===== config.mk =====
export PLATFORM = sky130hd
export DESIGN_NAME = blk_mem_arbiter
export DESIGN_NICKNAME = d
export VERILOG_FILES = /design/src/rtl/blk_arb_pkg.sv /design/src/rtl/blk_arb_rr.sv /design/src/rtl/blk_mem_arbiter.sv
export SDC_FILE = /design/constraint.sdc
export NUM_CORES = 1
export LEC_CHECK = 0
export CAP_MARGIN = 20
export CELL_PAD_IN_SITES_DETAIL_PLACEMENT = 1
export CELL_PAD_IN_SITES_GLOBAL_PLACEMENT = 2
export CORE_AREA = 3 3 540 542
export DETAILED_ROUTE_END_ITERATION = 8
export DIE_AREA = 0 0 543 545
export DONT_BUFFER_PORTS = 1
export PLACE_DENSITY = 0.3
export SYNTH_ARGS = -nofsm -noshare
export SYNTH_HDL_FRONTEND = slang
export SYNTH_SLANG_ARGS = --single-unit

===== constraint.sdc =====
create_clock -name CLK -period 2.3 [get_ports CLK]
set_input_delay 0.46 -clock CLK [delete_from_list [all_inputs] [get_ports CLK]]
set_output_delay 0.46 -clock CLK [all_outputs]
set_load 0.02 [all_outputs]

===== src/rtl/blk_arb_pkg.sv =====
// Shared definitions for the block-memory arbiter.
//   - default widths and watchdog limit
//   - arbiter state enum
//   - grant-side encoding used for the round-robin history bit
package blk_arb_pkg;

    localparam int unsigned DEF_ADDR_W      = 32;
    localparam int unsigned DEF_BLK_W       = 256;
    localparam int unsigned DEF_TIMEOUT_CYC = 64;

    typedef enum logic [1:0] {
        IDLE  = 2'd0,
        GNT_I = 2'd1,
        GNT_D = 2'd2,
        RESP  = 2'd3
    } state_e;

    typedef enum logic {
        SIDE_I = 1'b0,
        SIDE_D = 1'b1
    } side_e;

endpackage


===== src/rtl/blk_arb_rr.sv =====
// Round-robin pick between the instruction and data requesters.
// Ports:
//   i_req, d_req - pending requests
//   last_gnt     - side granted most recently
//   valid_c      - at least one request pending (combinational)
//   side_c       - winning side (combinational)
module blk_arb_rr
    import blk_arb_pkg::*;
(
    input  logic  i_req,
    input  logic  d_req,
    input  side_e last_gnt,
    output logic  valid_c,
    output side_e side_c
);

    // On a tie the side that did not win last time goes next.
    always_comb begin
        valid_c = i_req | d_req;
        side_c  = SIDE_I;
        if (i_req && d_req) begin
            side_c = (last_gnt == SIDE_I) ? SIDE_D : SIDE_I;
        end else if (d_req) begin
            side_c = SIDE_D;
        end
    end

endmodule


===== src/rtl/blk_mem_arbiter.sv =====
// Arbitrates instruction-side block reads and data-side block reads/writes
// onto a single memory port. One transaction at a time: grant, wait for
// m_ack, one-cycle done pulse to the winner, back to idle.
// Ports:
//   CLK, RESET (async, active low)
//   i_req/i_addr -> i_rdata/i_done     instruction side
//   d_req/d_we/d_addr/d_wdata -> d_rdata/d_done   data side
//   m_req/m_we/m_addr/m_wdata, m_rdata/m_ack       memory port
//   busy (not idle), err (sticky watchdog timeout)
// Build option: define ARB_TIMEOUT_EN to enable the TIMEOUT_CYC watchdog;
// without it err is tied low and the arbiter waits for m_ack forever.
module blk_mem_arbiter
    import blk_arb_pkg::*;
#(
    parameter int unsigned ADDR_W      = DEF_ADDR_W,
    parameter int unsigned BLK_W       = DEF_BLK_W,
    parameter int unsigned TIMEOUT_CYC = DEF_TIMEOUT_CYC
) (
    input  logic              CLK,
    input  logic              RESET,
    input  logic              i_req,
    input  logic [ADDR_W-1:0] i_addr,
    output logic [BLK_W-1:0]  i_rdata,
    output logic              i_done,
    input  logic              d_req,
    input  logic              d_we,
    input  logic [ADDR_W-1:0] d_addr,
    input  logic [BLK_W-1:0]  d_wdata,
    output logic [BLK_W-1:0]  d_rdata,
    output logic              d_done,
    output logic              m_req,
    output logic              m_we,
    output logic [ADDR_W-1:0] m_addr,
    output logic [BLK_W-1:0]  m_wdata,
    input  logic [BLK_W-1:0]  m_rdata,
    input  logic              m_ack,
    output logic              busy,
    output logic              err
);

    if (TIMEOUT_CYC == 0) begin : g_bad_timeout
        $error("TIMEOUT_CYC must be at least 1");
    end

    state_e state_q;
    state_e state_d;
    side_e  last_gnt;
    side_e  side_c;
    logic   valid_c;
    logic   grant_c;
    logic   ack_c;
    logic   to_hit_c;

    blk_arb_rr u_rr (
        .i_req   (i_req),
        .d_req   (d_req),
        .last_gnt(last_gnt),
        .valid_c (valid_c),
        .side_c  (side_c)
    );

    // Next-state decode; m_ack is only honoured while a grant is active.
    always_comb begin
        state_d = state_q;
        grant_c = 1'b0;
        ack_c   = 1'b0;
        case (state_q)
            IDLE: begin
                if (valid_c) begin
                    grant_c = 1'b1;
                    state_d = (side_c == SIDE_D) ? GNT_D : GNT_I;
                end
            end
            GNT_I, GNT_D: begin
                if (m_ack) begin
                    ack_c   = 1'b1;
                    state_d = RESP;
                end else if (to_hit_c) begin
                    state_d = RESP;
                end
            end
            RESP:    state_d = IDLE;
            default: state_d = IDLE;
        endcase
    end

    // State plus registered outputs, all derived from the next state.
    // last_gnt doubles as the side owning the current transaction.
    always_ff @(posedge CLK or negedge RESET) begin
        if (!RESET) begin
            state_q  <= IDLE;
            last_gnt <= SIDE_I;
            busy     <= 1'b0;
            m_req    <= 1'b0;
            m_we     <= 1'b0;
            m_addr   <= '0;
            m_wdata  <= '0;
            i_done   <= 1'b0;
            d_done   <= 1'b0;
            i_rdata  <= '0;
            d_rdata  <= '0;
        end else begin
            state_q <= state_d;
            busy    <= (state_d != IDLE);
            m_req   <= (state_d == GNT_I) || (state_d == GNT_D);
            i_done  <= (state_d == RESP) && (last_gnt == SIDE_I);
            d_done  <= (state_d == RESP) && (last_gnt == SIDE_D);

            if (grant_c) begin
                last_gnt <= side_c;
                if (side_c == SIDE_D) begin
                    m_addr  <= d_addr;
                    m_we    <= d_we;
                    m_wdata <= d_wdata;
                end else begin
                    m_addr <= i_addr;
                    m_we   <= 1'b0;
                end
            end

            if (state_d == RESP) begin
                m_we <= 1'b0;
            end

            // m_we still describes the completing transaction here.
            if (ack_c) begin
                if (last_gnt == SIDE_I) begin
                    i_rdata <= m_rdata;
                end else if (!m_we) begin
                    d_rdata <= m_rdata;
                end
            end
        end
    end

`ifdef ARB_TIMEOUT_EN
    localparam int unsigned CNT_W = $clog2(TIMEOUT_CYC + 1);

    logic             in_gnt_c;
    logic [CNT_W-1:0] cnt_q;
    logic             err_q;

    assign in_gnt_c = (state_q == GNT_I) || (state_q == GNT_D);
    // Fires in the last of TIMEOUT_CYC granted cycles.
    assign to_hit_c = in_gnt_c && (cnt_q == CNT_W'(TIMEOUT_CYC - 1));

    // Watchdog counter, restarted on each grant; err is sticky.
    always_ff @(posedge CLK or negedge RESET) begin
        if (!RESET) begin
            cnt_q <= '0;
            err_q <= 1'b0;
        end else begin
            if (grant_c) begin
                cnt_q <= '0;
            end else if (in_gnt_c) begin
                cnt_q <= cnt_q + CNT_W'(1);
            end
            if (to_hit_c && !m_ack) begin
                err_q <= 1'b1;
            end
        end
    end

    assign err = err_q;
`else
    assign to_hit_c = 1'b0;
    assign err      = 1'b0;
`endif

endmodule


Word-level counts from Yosys, hierarchy flattened
Index checks and enable logic that the tools add are counted.
{"block": "totals", "out_inout_bits": 806, "word_cells": 46, "register_bits": 808, "in_bits": 582}
{"block": "op_classes", "bitwise": 3, "n_mux": 15, "n_eq_ne": 6, "reduce_logical": 11}
{"operator": "$mux 32", "count": 1}
{"operator": "$mux 1", "count": 10}
{"operator": "$eq 2x2->1 const B", "count": 4}
{"operator": "$mux 2", "count": 3}
{"operator": "$pmux 2 s3", "count": 1}
{"operator": "$eq 2x1->1 const B", "count": 2}
{"operator": "$reduce_and 2->1", "count": 2}
{"operator": "$reduce_bool 2->1", "count": 2}
{"operator": "$logic_and 1x1->1", "count": 3}
{"operator": "$reduce_and 3->1", "count": 1}
{"operator": "$logic_not 2->1", "count": 1}
{"operator": "$not 1->1", "count": 2}
{"operator": "$reduce_or 2->1", "count": 1}
{"operator": "$logic_or 1x1->1", "count": 1}
{"operator": "$or 1x1->1", "count": 1}

Longest topological paths before layout
{"block": "depth", "depth_word": 7, "ltp_mapped": 7, "ltp_nobuf": 7}

Hierarchy
From an unflattened synthesis, not the netlist that was laid out.
{"block": "unflattened", "hier_cells": 1796, "hier_area_um2": 31146.1}
{"module": "blk_mem_arbiter", "seq_area_each_um2": 20219.4, "cells_per_inst": 1794, "area_each_um2": 31132.4, "instances": 1}
{"module": "blk_arb_rr", "seq_area_each_um2": 0.0, "cells_per_inst": 2, "area_each_um2": 13.8, "instances": 1}

Least setup slack after synthesis
Ideal clock, no wire load.
{"block": "synth_path", "path_kind": "register -> register", "start": "register state_q[0]", "end": "register d_rdata[100]", "synth_period_minus_slack_ns": 1.785, "n_path_buf": 2, "setup_ns": 0.125, "arrival_ns": 1.660, "slack_ns": 0.515, "stages_incl_launch_ff": 7, "path_cell_list": "dfrtp_1 inv_1 ha_1 nand4b_1 clkbuf_1 buf_2 mux2_2"}
{"block": "synth_via", "elab_chain_len": 4}
{"element": "start: declaration", "line": "blk_mem_arbiter.sv:45", "source": "state_e state_q;"}
{"element": "start signal: assignment", "line": "blk_mem_arbiter.sv:103", "source": "state_q <= state_d;"}
{"element": "$eq 2x1->1 / $eq 2x2->1 (equally long branches)", "line": "blk_mem_arbiter.sv:67", "source": "case (state_q)"}
{"element": "$reduce_or 2->1 (*)", "line": "blk_mem_arbiter.sv:67"}
{"element": "$mux 1 (*)", "line": "blk_mem_arbiter.sv:67"}
{"element": "$reduce_and 3->1 (no line) (*)"}
{"element": "end signal: assignment", "line": "blk_mem_arbiter.sv:130", "source": "d_rdata <= m_rdata;"}
{"element": "end: declaration", "line": "blk_mem_arbiter.sv:29", "source": "output logic [BLK_W-1:0] d_rdata,"}
Every way passes the cells marked *; elsewhere a longest branch is shown, timed or not.
A chain may end at the register's enable or synchronous reset.

Worst setup path in the final report
{"block": "layout_path", "start": "register state_q[0]", "end": "register d_rdata[125]"}
Same word-level chain as after synthesis.

==> results.cfg <==
[power_and_ir_drop]
powerDensity_mw_per_mm2 = 1610
p_leak_nw = 17.9
irDropWorstVdd_mv = 0.601
p_total_mw = 72.3
p_switching_mw = 31.7
p_clk_share_pct = 24.2
p_sw_share_pct = 43.8
power.internal_mw = 40.7
combPwrFrac_pct = 20.1
p_seq_share_pct = 55.8

[worst_setup_path]
crit_fanout = 21
cp.required_ps = 2940
crit_type = register to register
arrival_ps = 2820
cp-end-kind = register
startpoint_type = register

[floorplan]
fp.dieArea_mm2 = 0.296
io_pins = 1388
num_rows = 197
start_util_pct = 10.5
die_w_um = 543
die_y_um = 545
fp.coreArea_mm2 = 0.287

[hold_path]
hp-class = input pin to async pin

[run_status]
status = finished with violations
violations = hold timing

[sta]
hold_violations = 195
timing.setup.tns_ps = 0
rsz0062_at_grt = no
final_max_slew_viol_count = 0
holdWs_ps = -606
setup_viol = 0
worst_slack_ps = 126
slew_headroom_pct = 23.8
tightestPinTransition_ps = 1140
min_period_ps = 2170
skew_ps = 52.5
max_freq_mhz = 460
fin_crit_sh_pct = 94.5

[logic_synthesis]
synthCells = 1833
synth_cell_types = 29
synth_area_mm2 = 0.0301
synth_top_area_share_pct = 67.1
synth_top_flop_cell = dfrtp_1
ys_warn_count = 0
synth_edf_count = 0
yosys.area.top_type = dfrtp_1
avgSynthCellArea_um2 = 16.4
synth_common_cells = dfrtp_1, mux2_2, mux2_1
ys_seq_elements = 808
async_reset_ff_share_pct = 100
yosysSeqAreaShare_pct = 67.1
syn_nets = 2418
yosysMostFrequentCell = dfrtp_1
synthTopCellsByArea = dfrtp_1, mux2_2, mux2_1

[cells_and_area]
fin_cells = 6406
nets = 3074
area_growth_pct = 48.7
drive_above_1_share_pct = 30.5
fin_area_mm2 = 0.0448
fin_util_pct = 15.6

[global_routing]
grt_max_degree = 251
grt_pass1_vias = 21500
groute.usage.overall_pct = 10.6
grt_pass1_wl_mm = 213
antenna_found_initial = 125
overflow = 0

[drt]
vias_per_cell = 3.05
routed_wl_mm = 166
drtIter0Drc = 774
drtAntennaViolNets = 0
wl_per_cell_um = 25.9
via_count = 19500
post-route-drc-count = 0
firstDrtPassIters = 4

[clock_network]
clkLatencyLatePin_ps = 810
clk_pin_slew_worst_paths_ps = 60
cts_setup_buffers = 0
clock_tree.buffer_depth = 4
root_buffer = clkbuf_16
cts_buffers = 109
cts_sinks = 808
cts_tree = yes
holdBufCountCts = 580
h-tree-depth = 3

[run]
maxCapViolCount = 0

[place]
post_dp_cell_area_mm2 = 0.0351
gp_congestion = 0.923
dp_hpwl_mm = 134
port_buffers = 0
dpl_worst_slack_ps = -926
dp.cells = 5575
routing by layer:
layer / up-vias / routed length (um) / GRT usage [%]
li1: 7872 / - / -
met1: 10100 / 60800 / 11.6
met2: 1177 / 76100 / 17.1
met3: 288 / 24600 / 6.66
met4: 74 / 3990 / 2.62
met5: - / 478 / 0
power by group through the flow:
stage | registers, mW | clock network (mW) | logic [mW]
floorplan | 34.2 | 0 | 10.4
global placement | 41.4 | 0 | 13.0
detailed placement | 41.2 | 0 | 13.5
CTS | 41.0 | 18.3 | 14.8
global route | 41.5 | 18.9 | 16.0
finish | 40.4 | 17.5 | 14.5
final cells by class:
class,count,area [um^2]
multi-input cells,926,9450
well taps,3781,4730
inverters,2,7.51
clock inverters,39,472
diodes,50,125
fillers,32200,243000
flip-flops and latches,808,20200
clock buffers,158,3210
repair buffers,642,6610
sequential cells by signal, summed over array words and instances (netlist names), 2 cells and up:
| name | flops |
|---|---|
| d_rdata | 256 |
| i_rdata | 256 |
| m_wdata | 256 |
| m_addr | 32 |
| state_q | 2 |
critical path, stage by stage (launching register included):
cell	delay, ps
dfrtp_1	390
inv_1	120
ha_2	310
nand4b_1	190
buf_12	220
buf_4	320
mux2_2	360
cell usage in the layout, fill, tap and decap left out, drive strengths merged, types with 2 or more instances in the layout:
cell type    count
dfrtp          808
mux2           768
dlygate4sd3    580
clkbuf         160
a21oi           65
buf             59
diode           50
nand2           35
nor2            34
clkinv          24
bufinv           9
inv              7
o21ai            6
ha               3
nor2b            2
a211oi           2
final timing paths:
kind	cells past startpoint	end	slack (ps)	start
max	6	d_rdata[125]$_DFFE_PN0P_	130	state_q[0]$_DFF_PN0_
min	0	m_wdata[0]$_DFFE_PN0P_	-610	RESET
max reg2reg	6	d_rdata[125]$_DFFE_PN0P_	130	state_q[0]$_DFF_PN0_
min reg2reg	1	m_wdata[125]$_DFFE_PN0P_	650	m_wdata[125]$_DFFE_PN0P_
max in group asynchronous	3	i_rdata[241]$_DFFE_PN0P_	720	RESET
min in group CLK	2	busy$_DFF_PN0_	70	d_req
kinds of logic after synthesis:
kind of cell / share of synthesized area (%)
and+or+nand+nor: 1.03
DFF: 67.1
other: 0.0124
AOI/OAI and AO/OA: 1.40
muxes: 28.7
adders and majority gates: 0.125
buffers and inverters: 1.65
what timing repair did:
item	in CTS	in global routing
gates cloned	1	2
setup endpoints to repair	81	60
resized for setup	0	6
hold endpoints to repair	998	195
No activity file was read; power rests on OpenSTA's default activity.
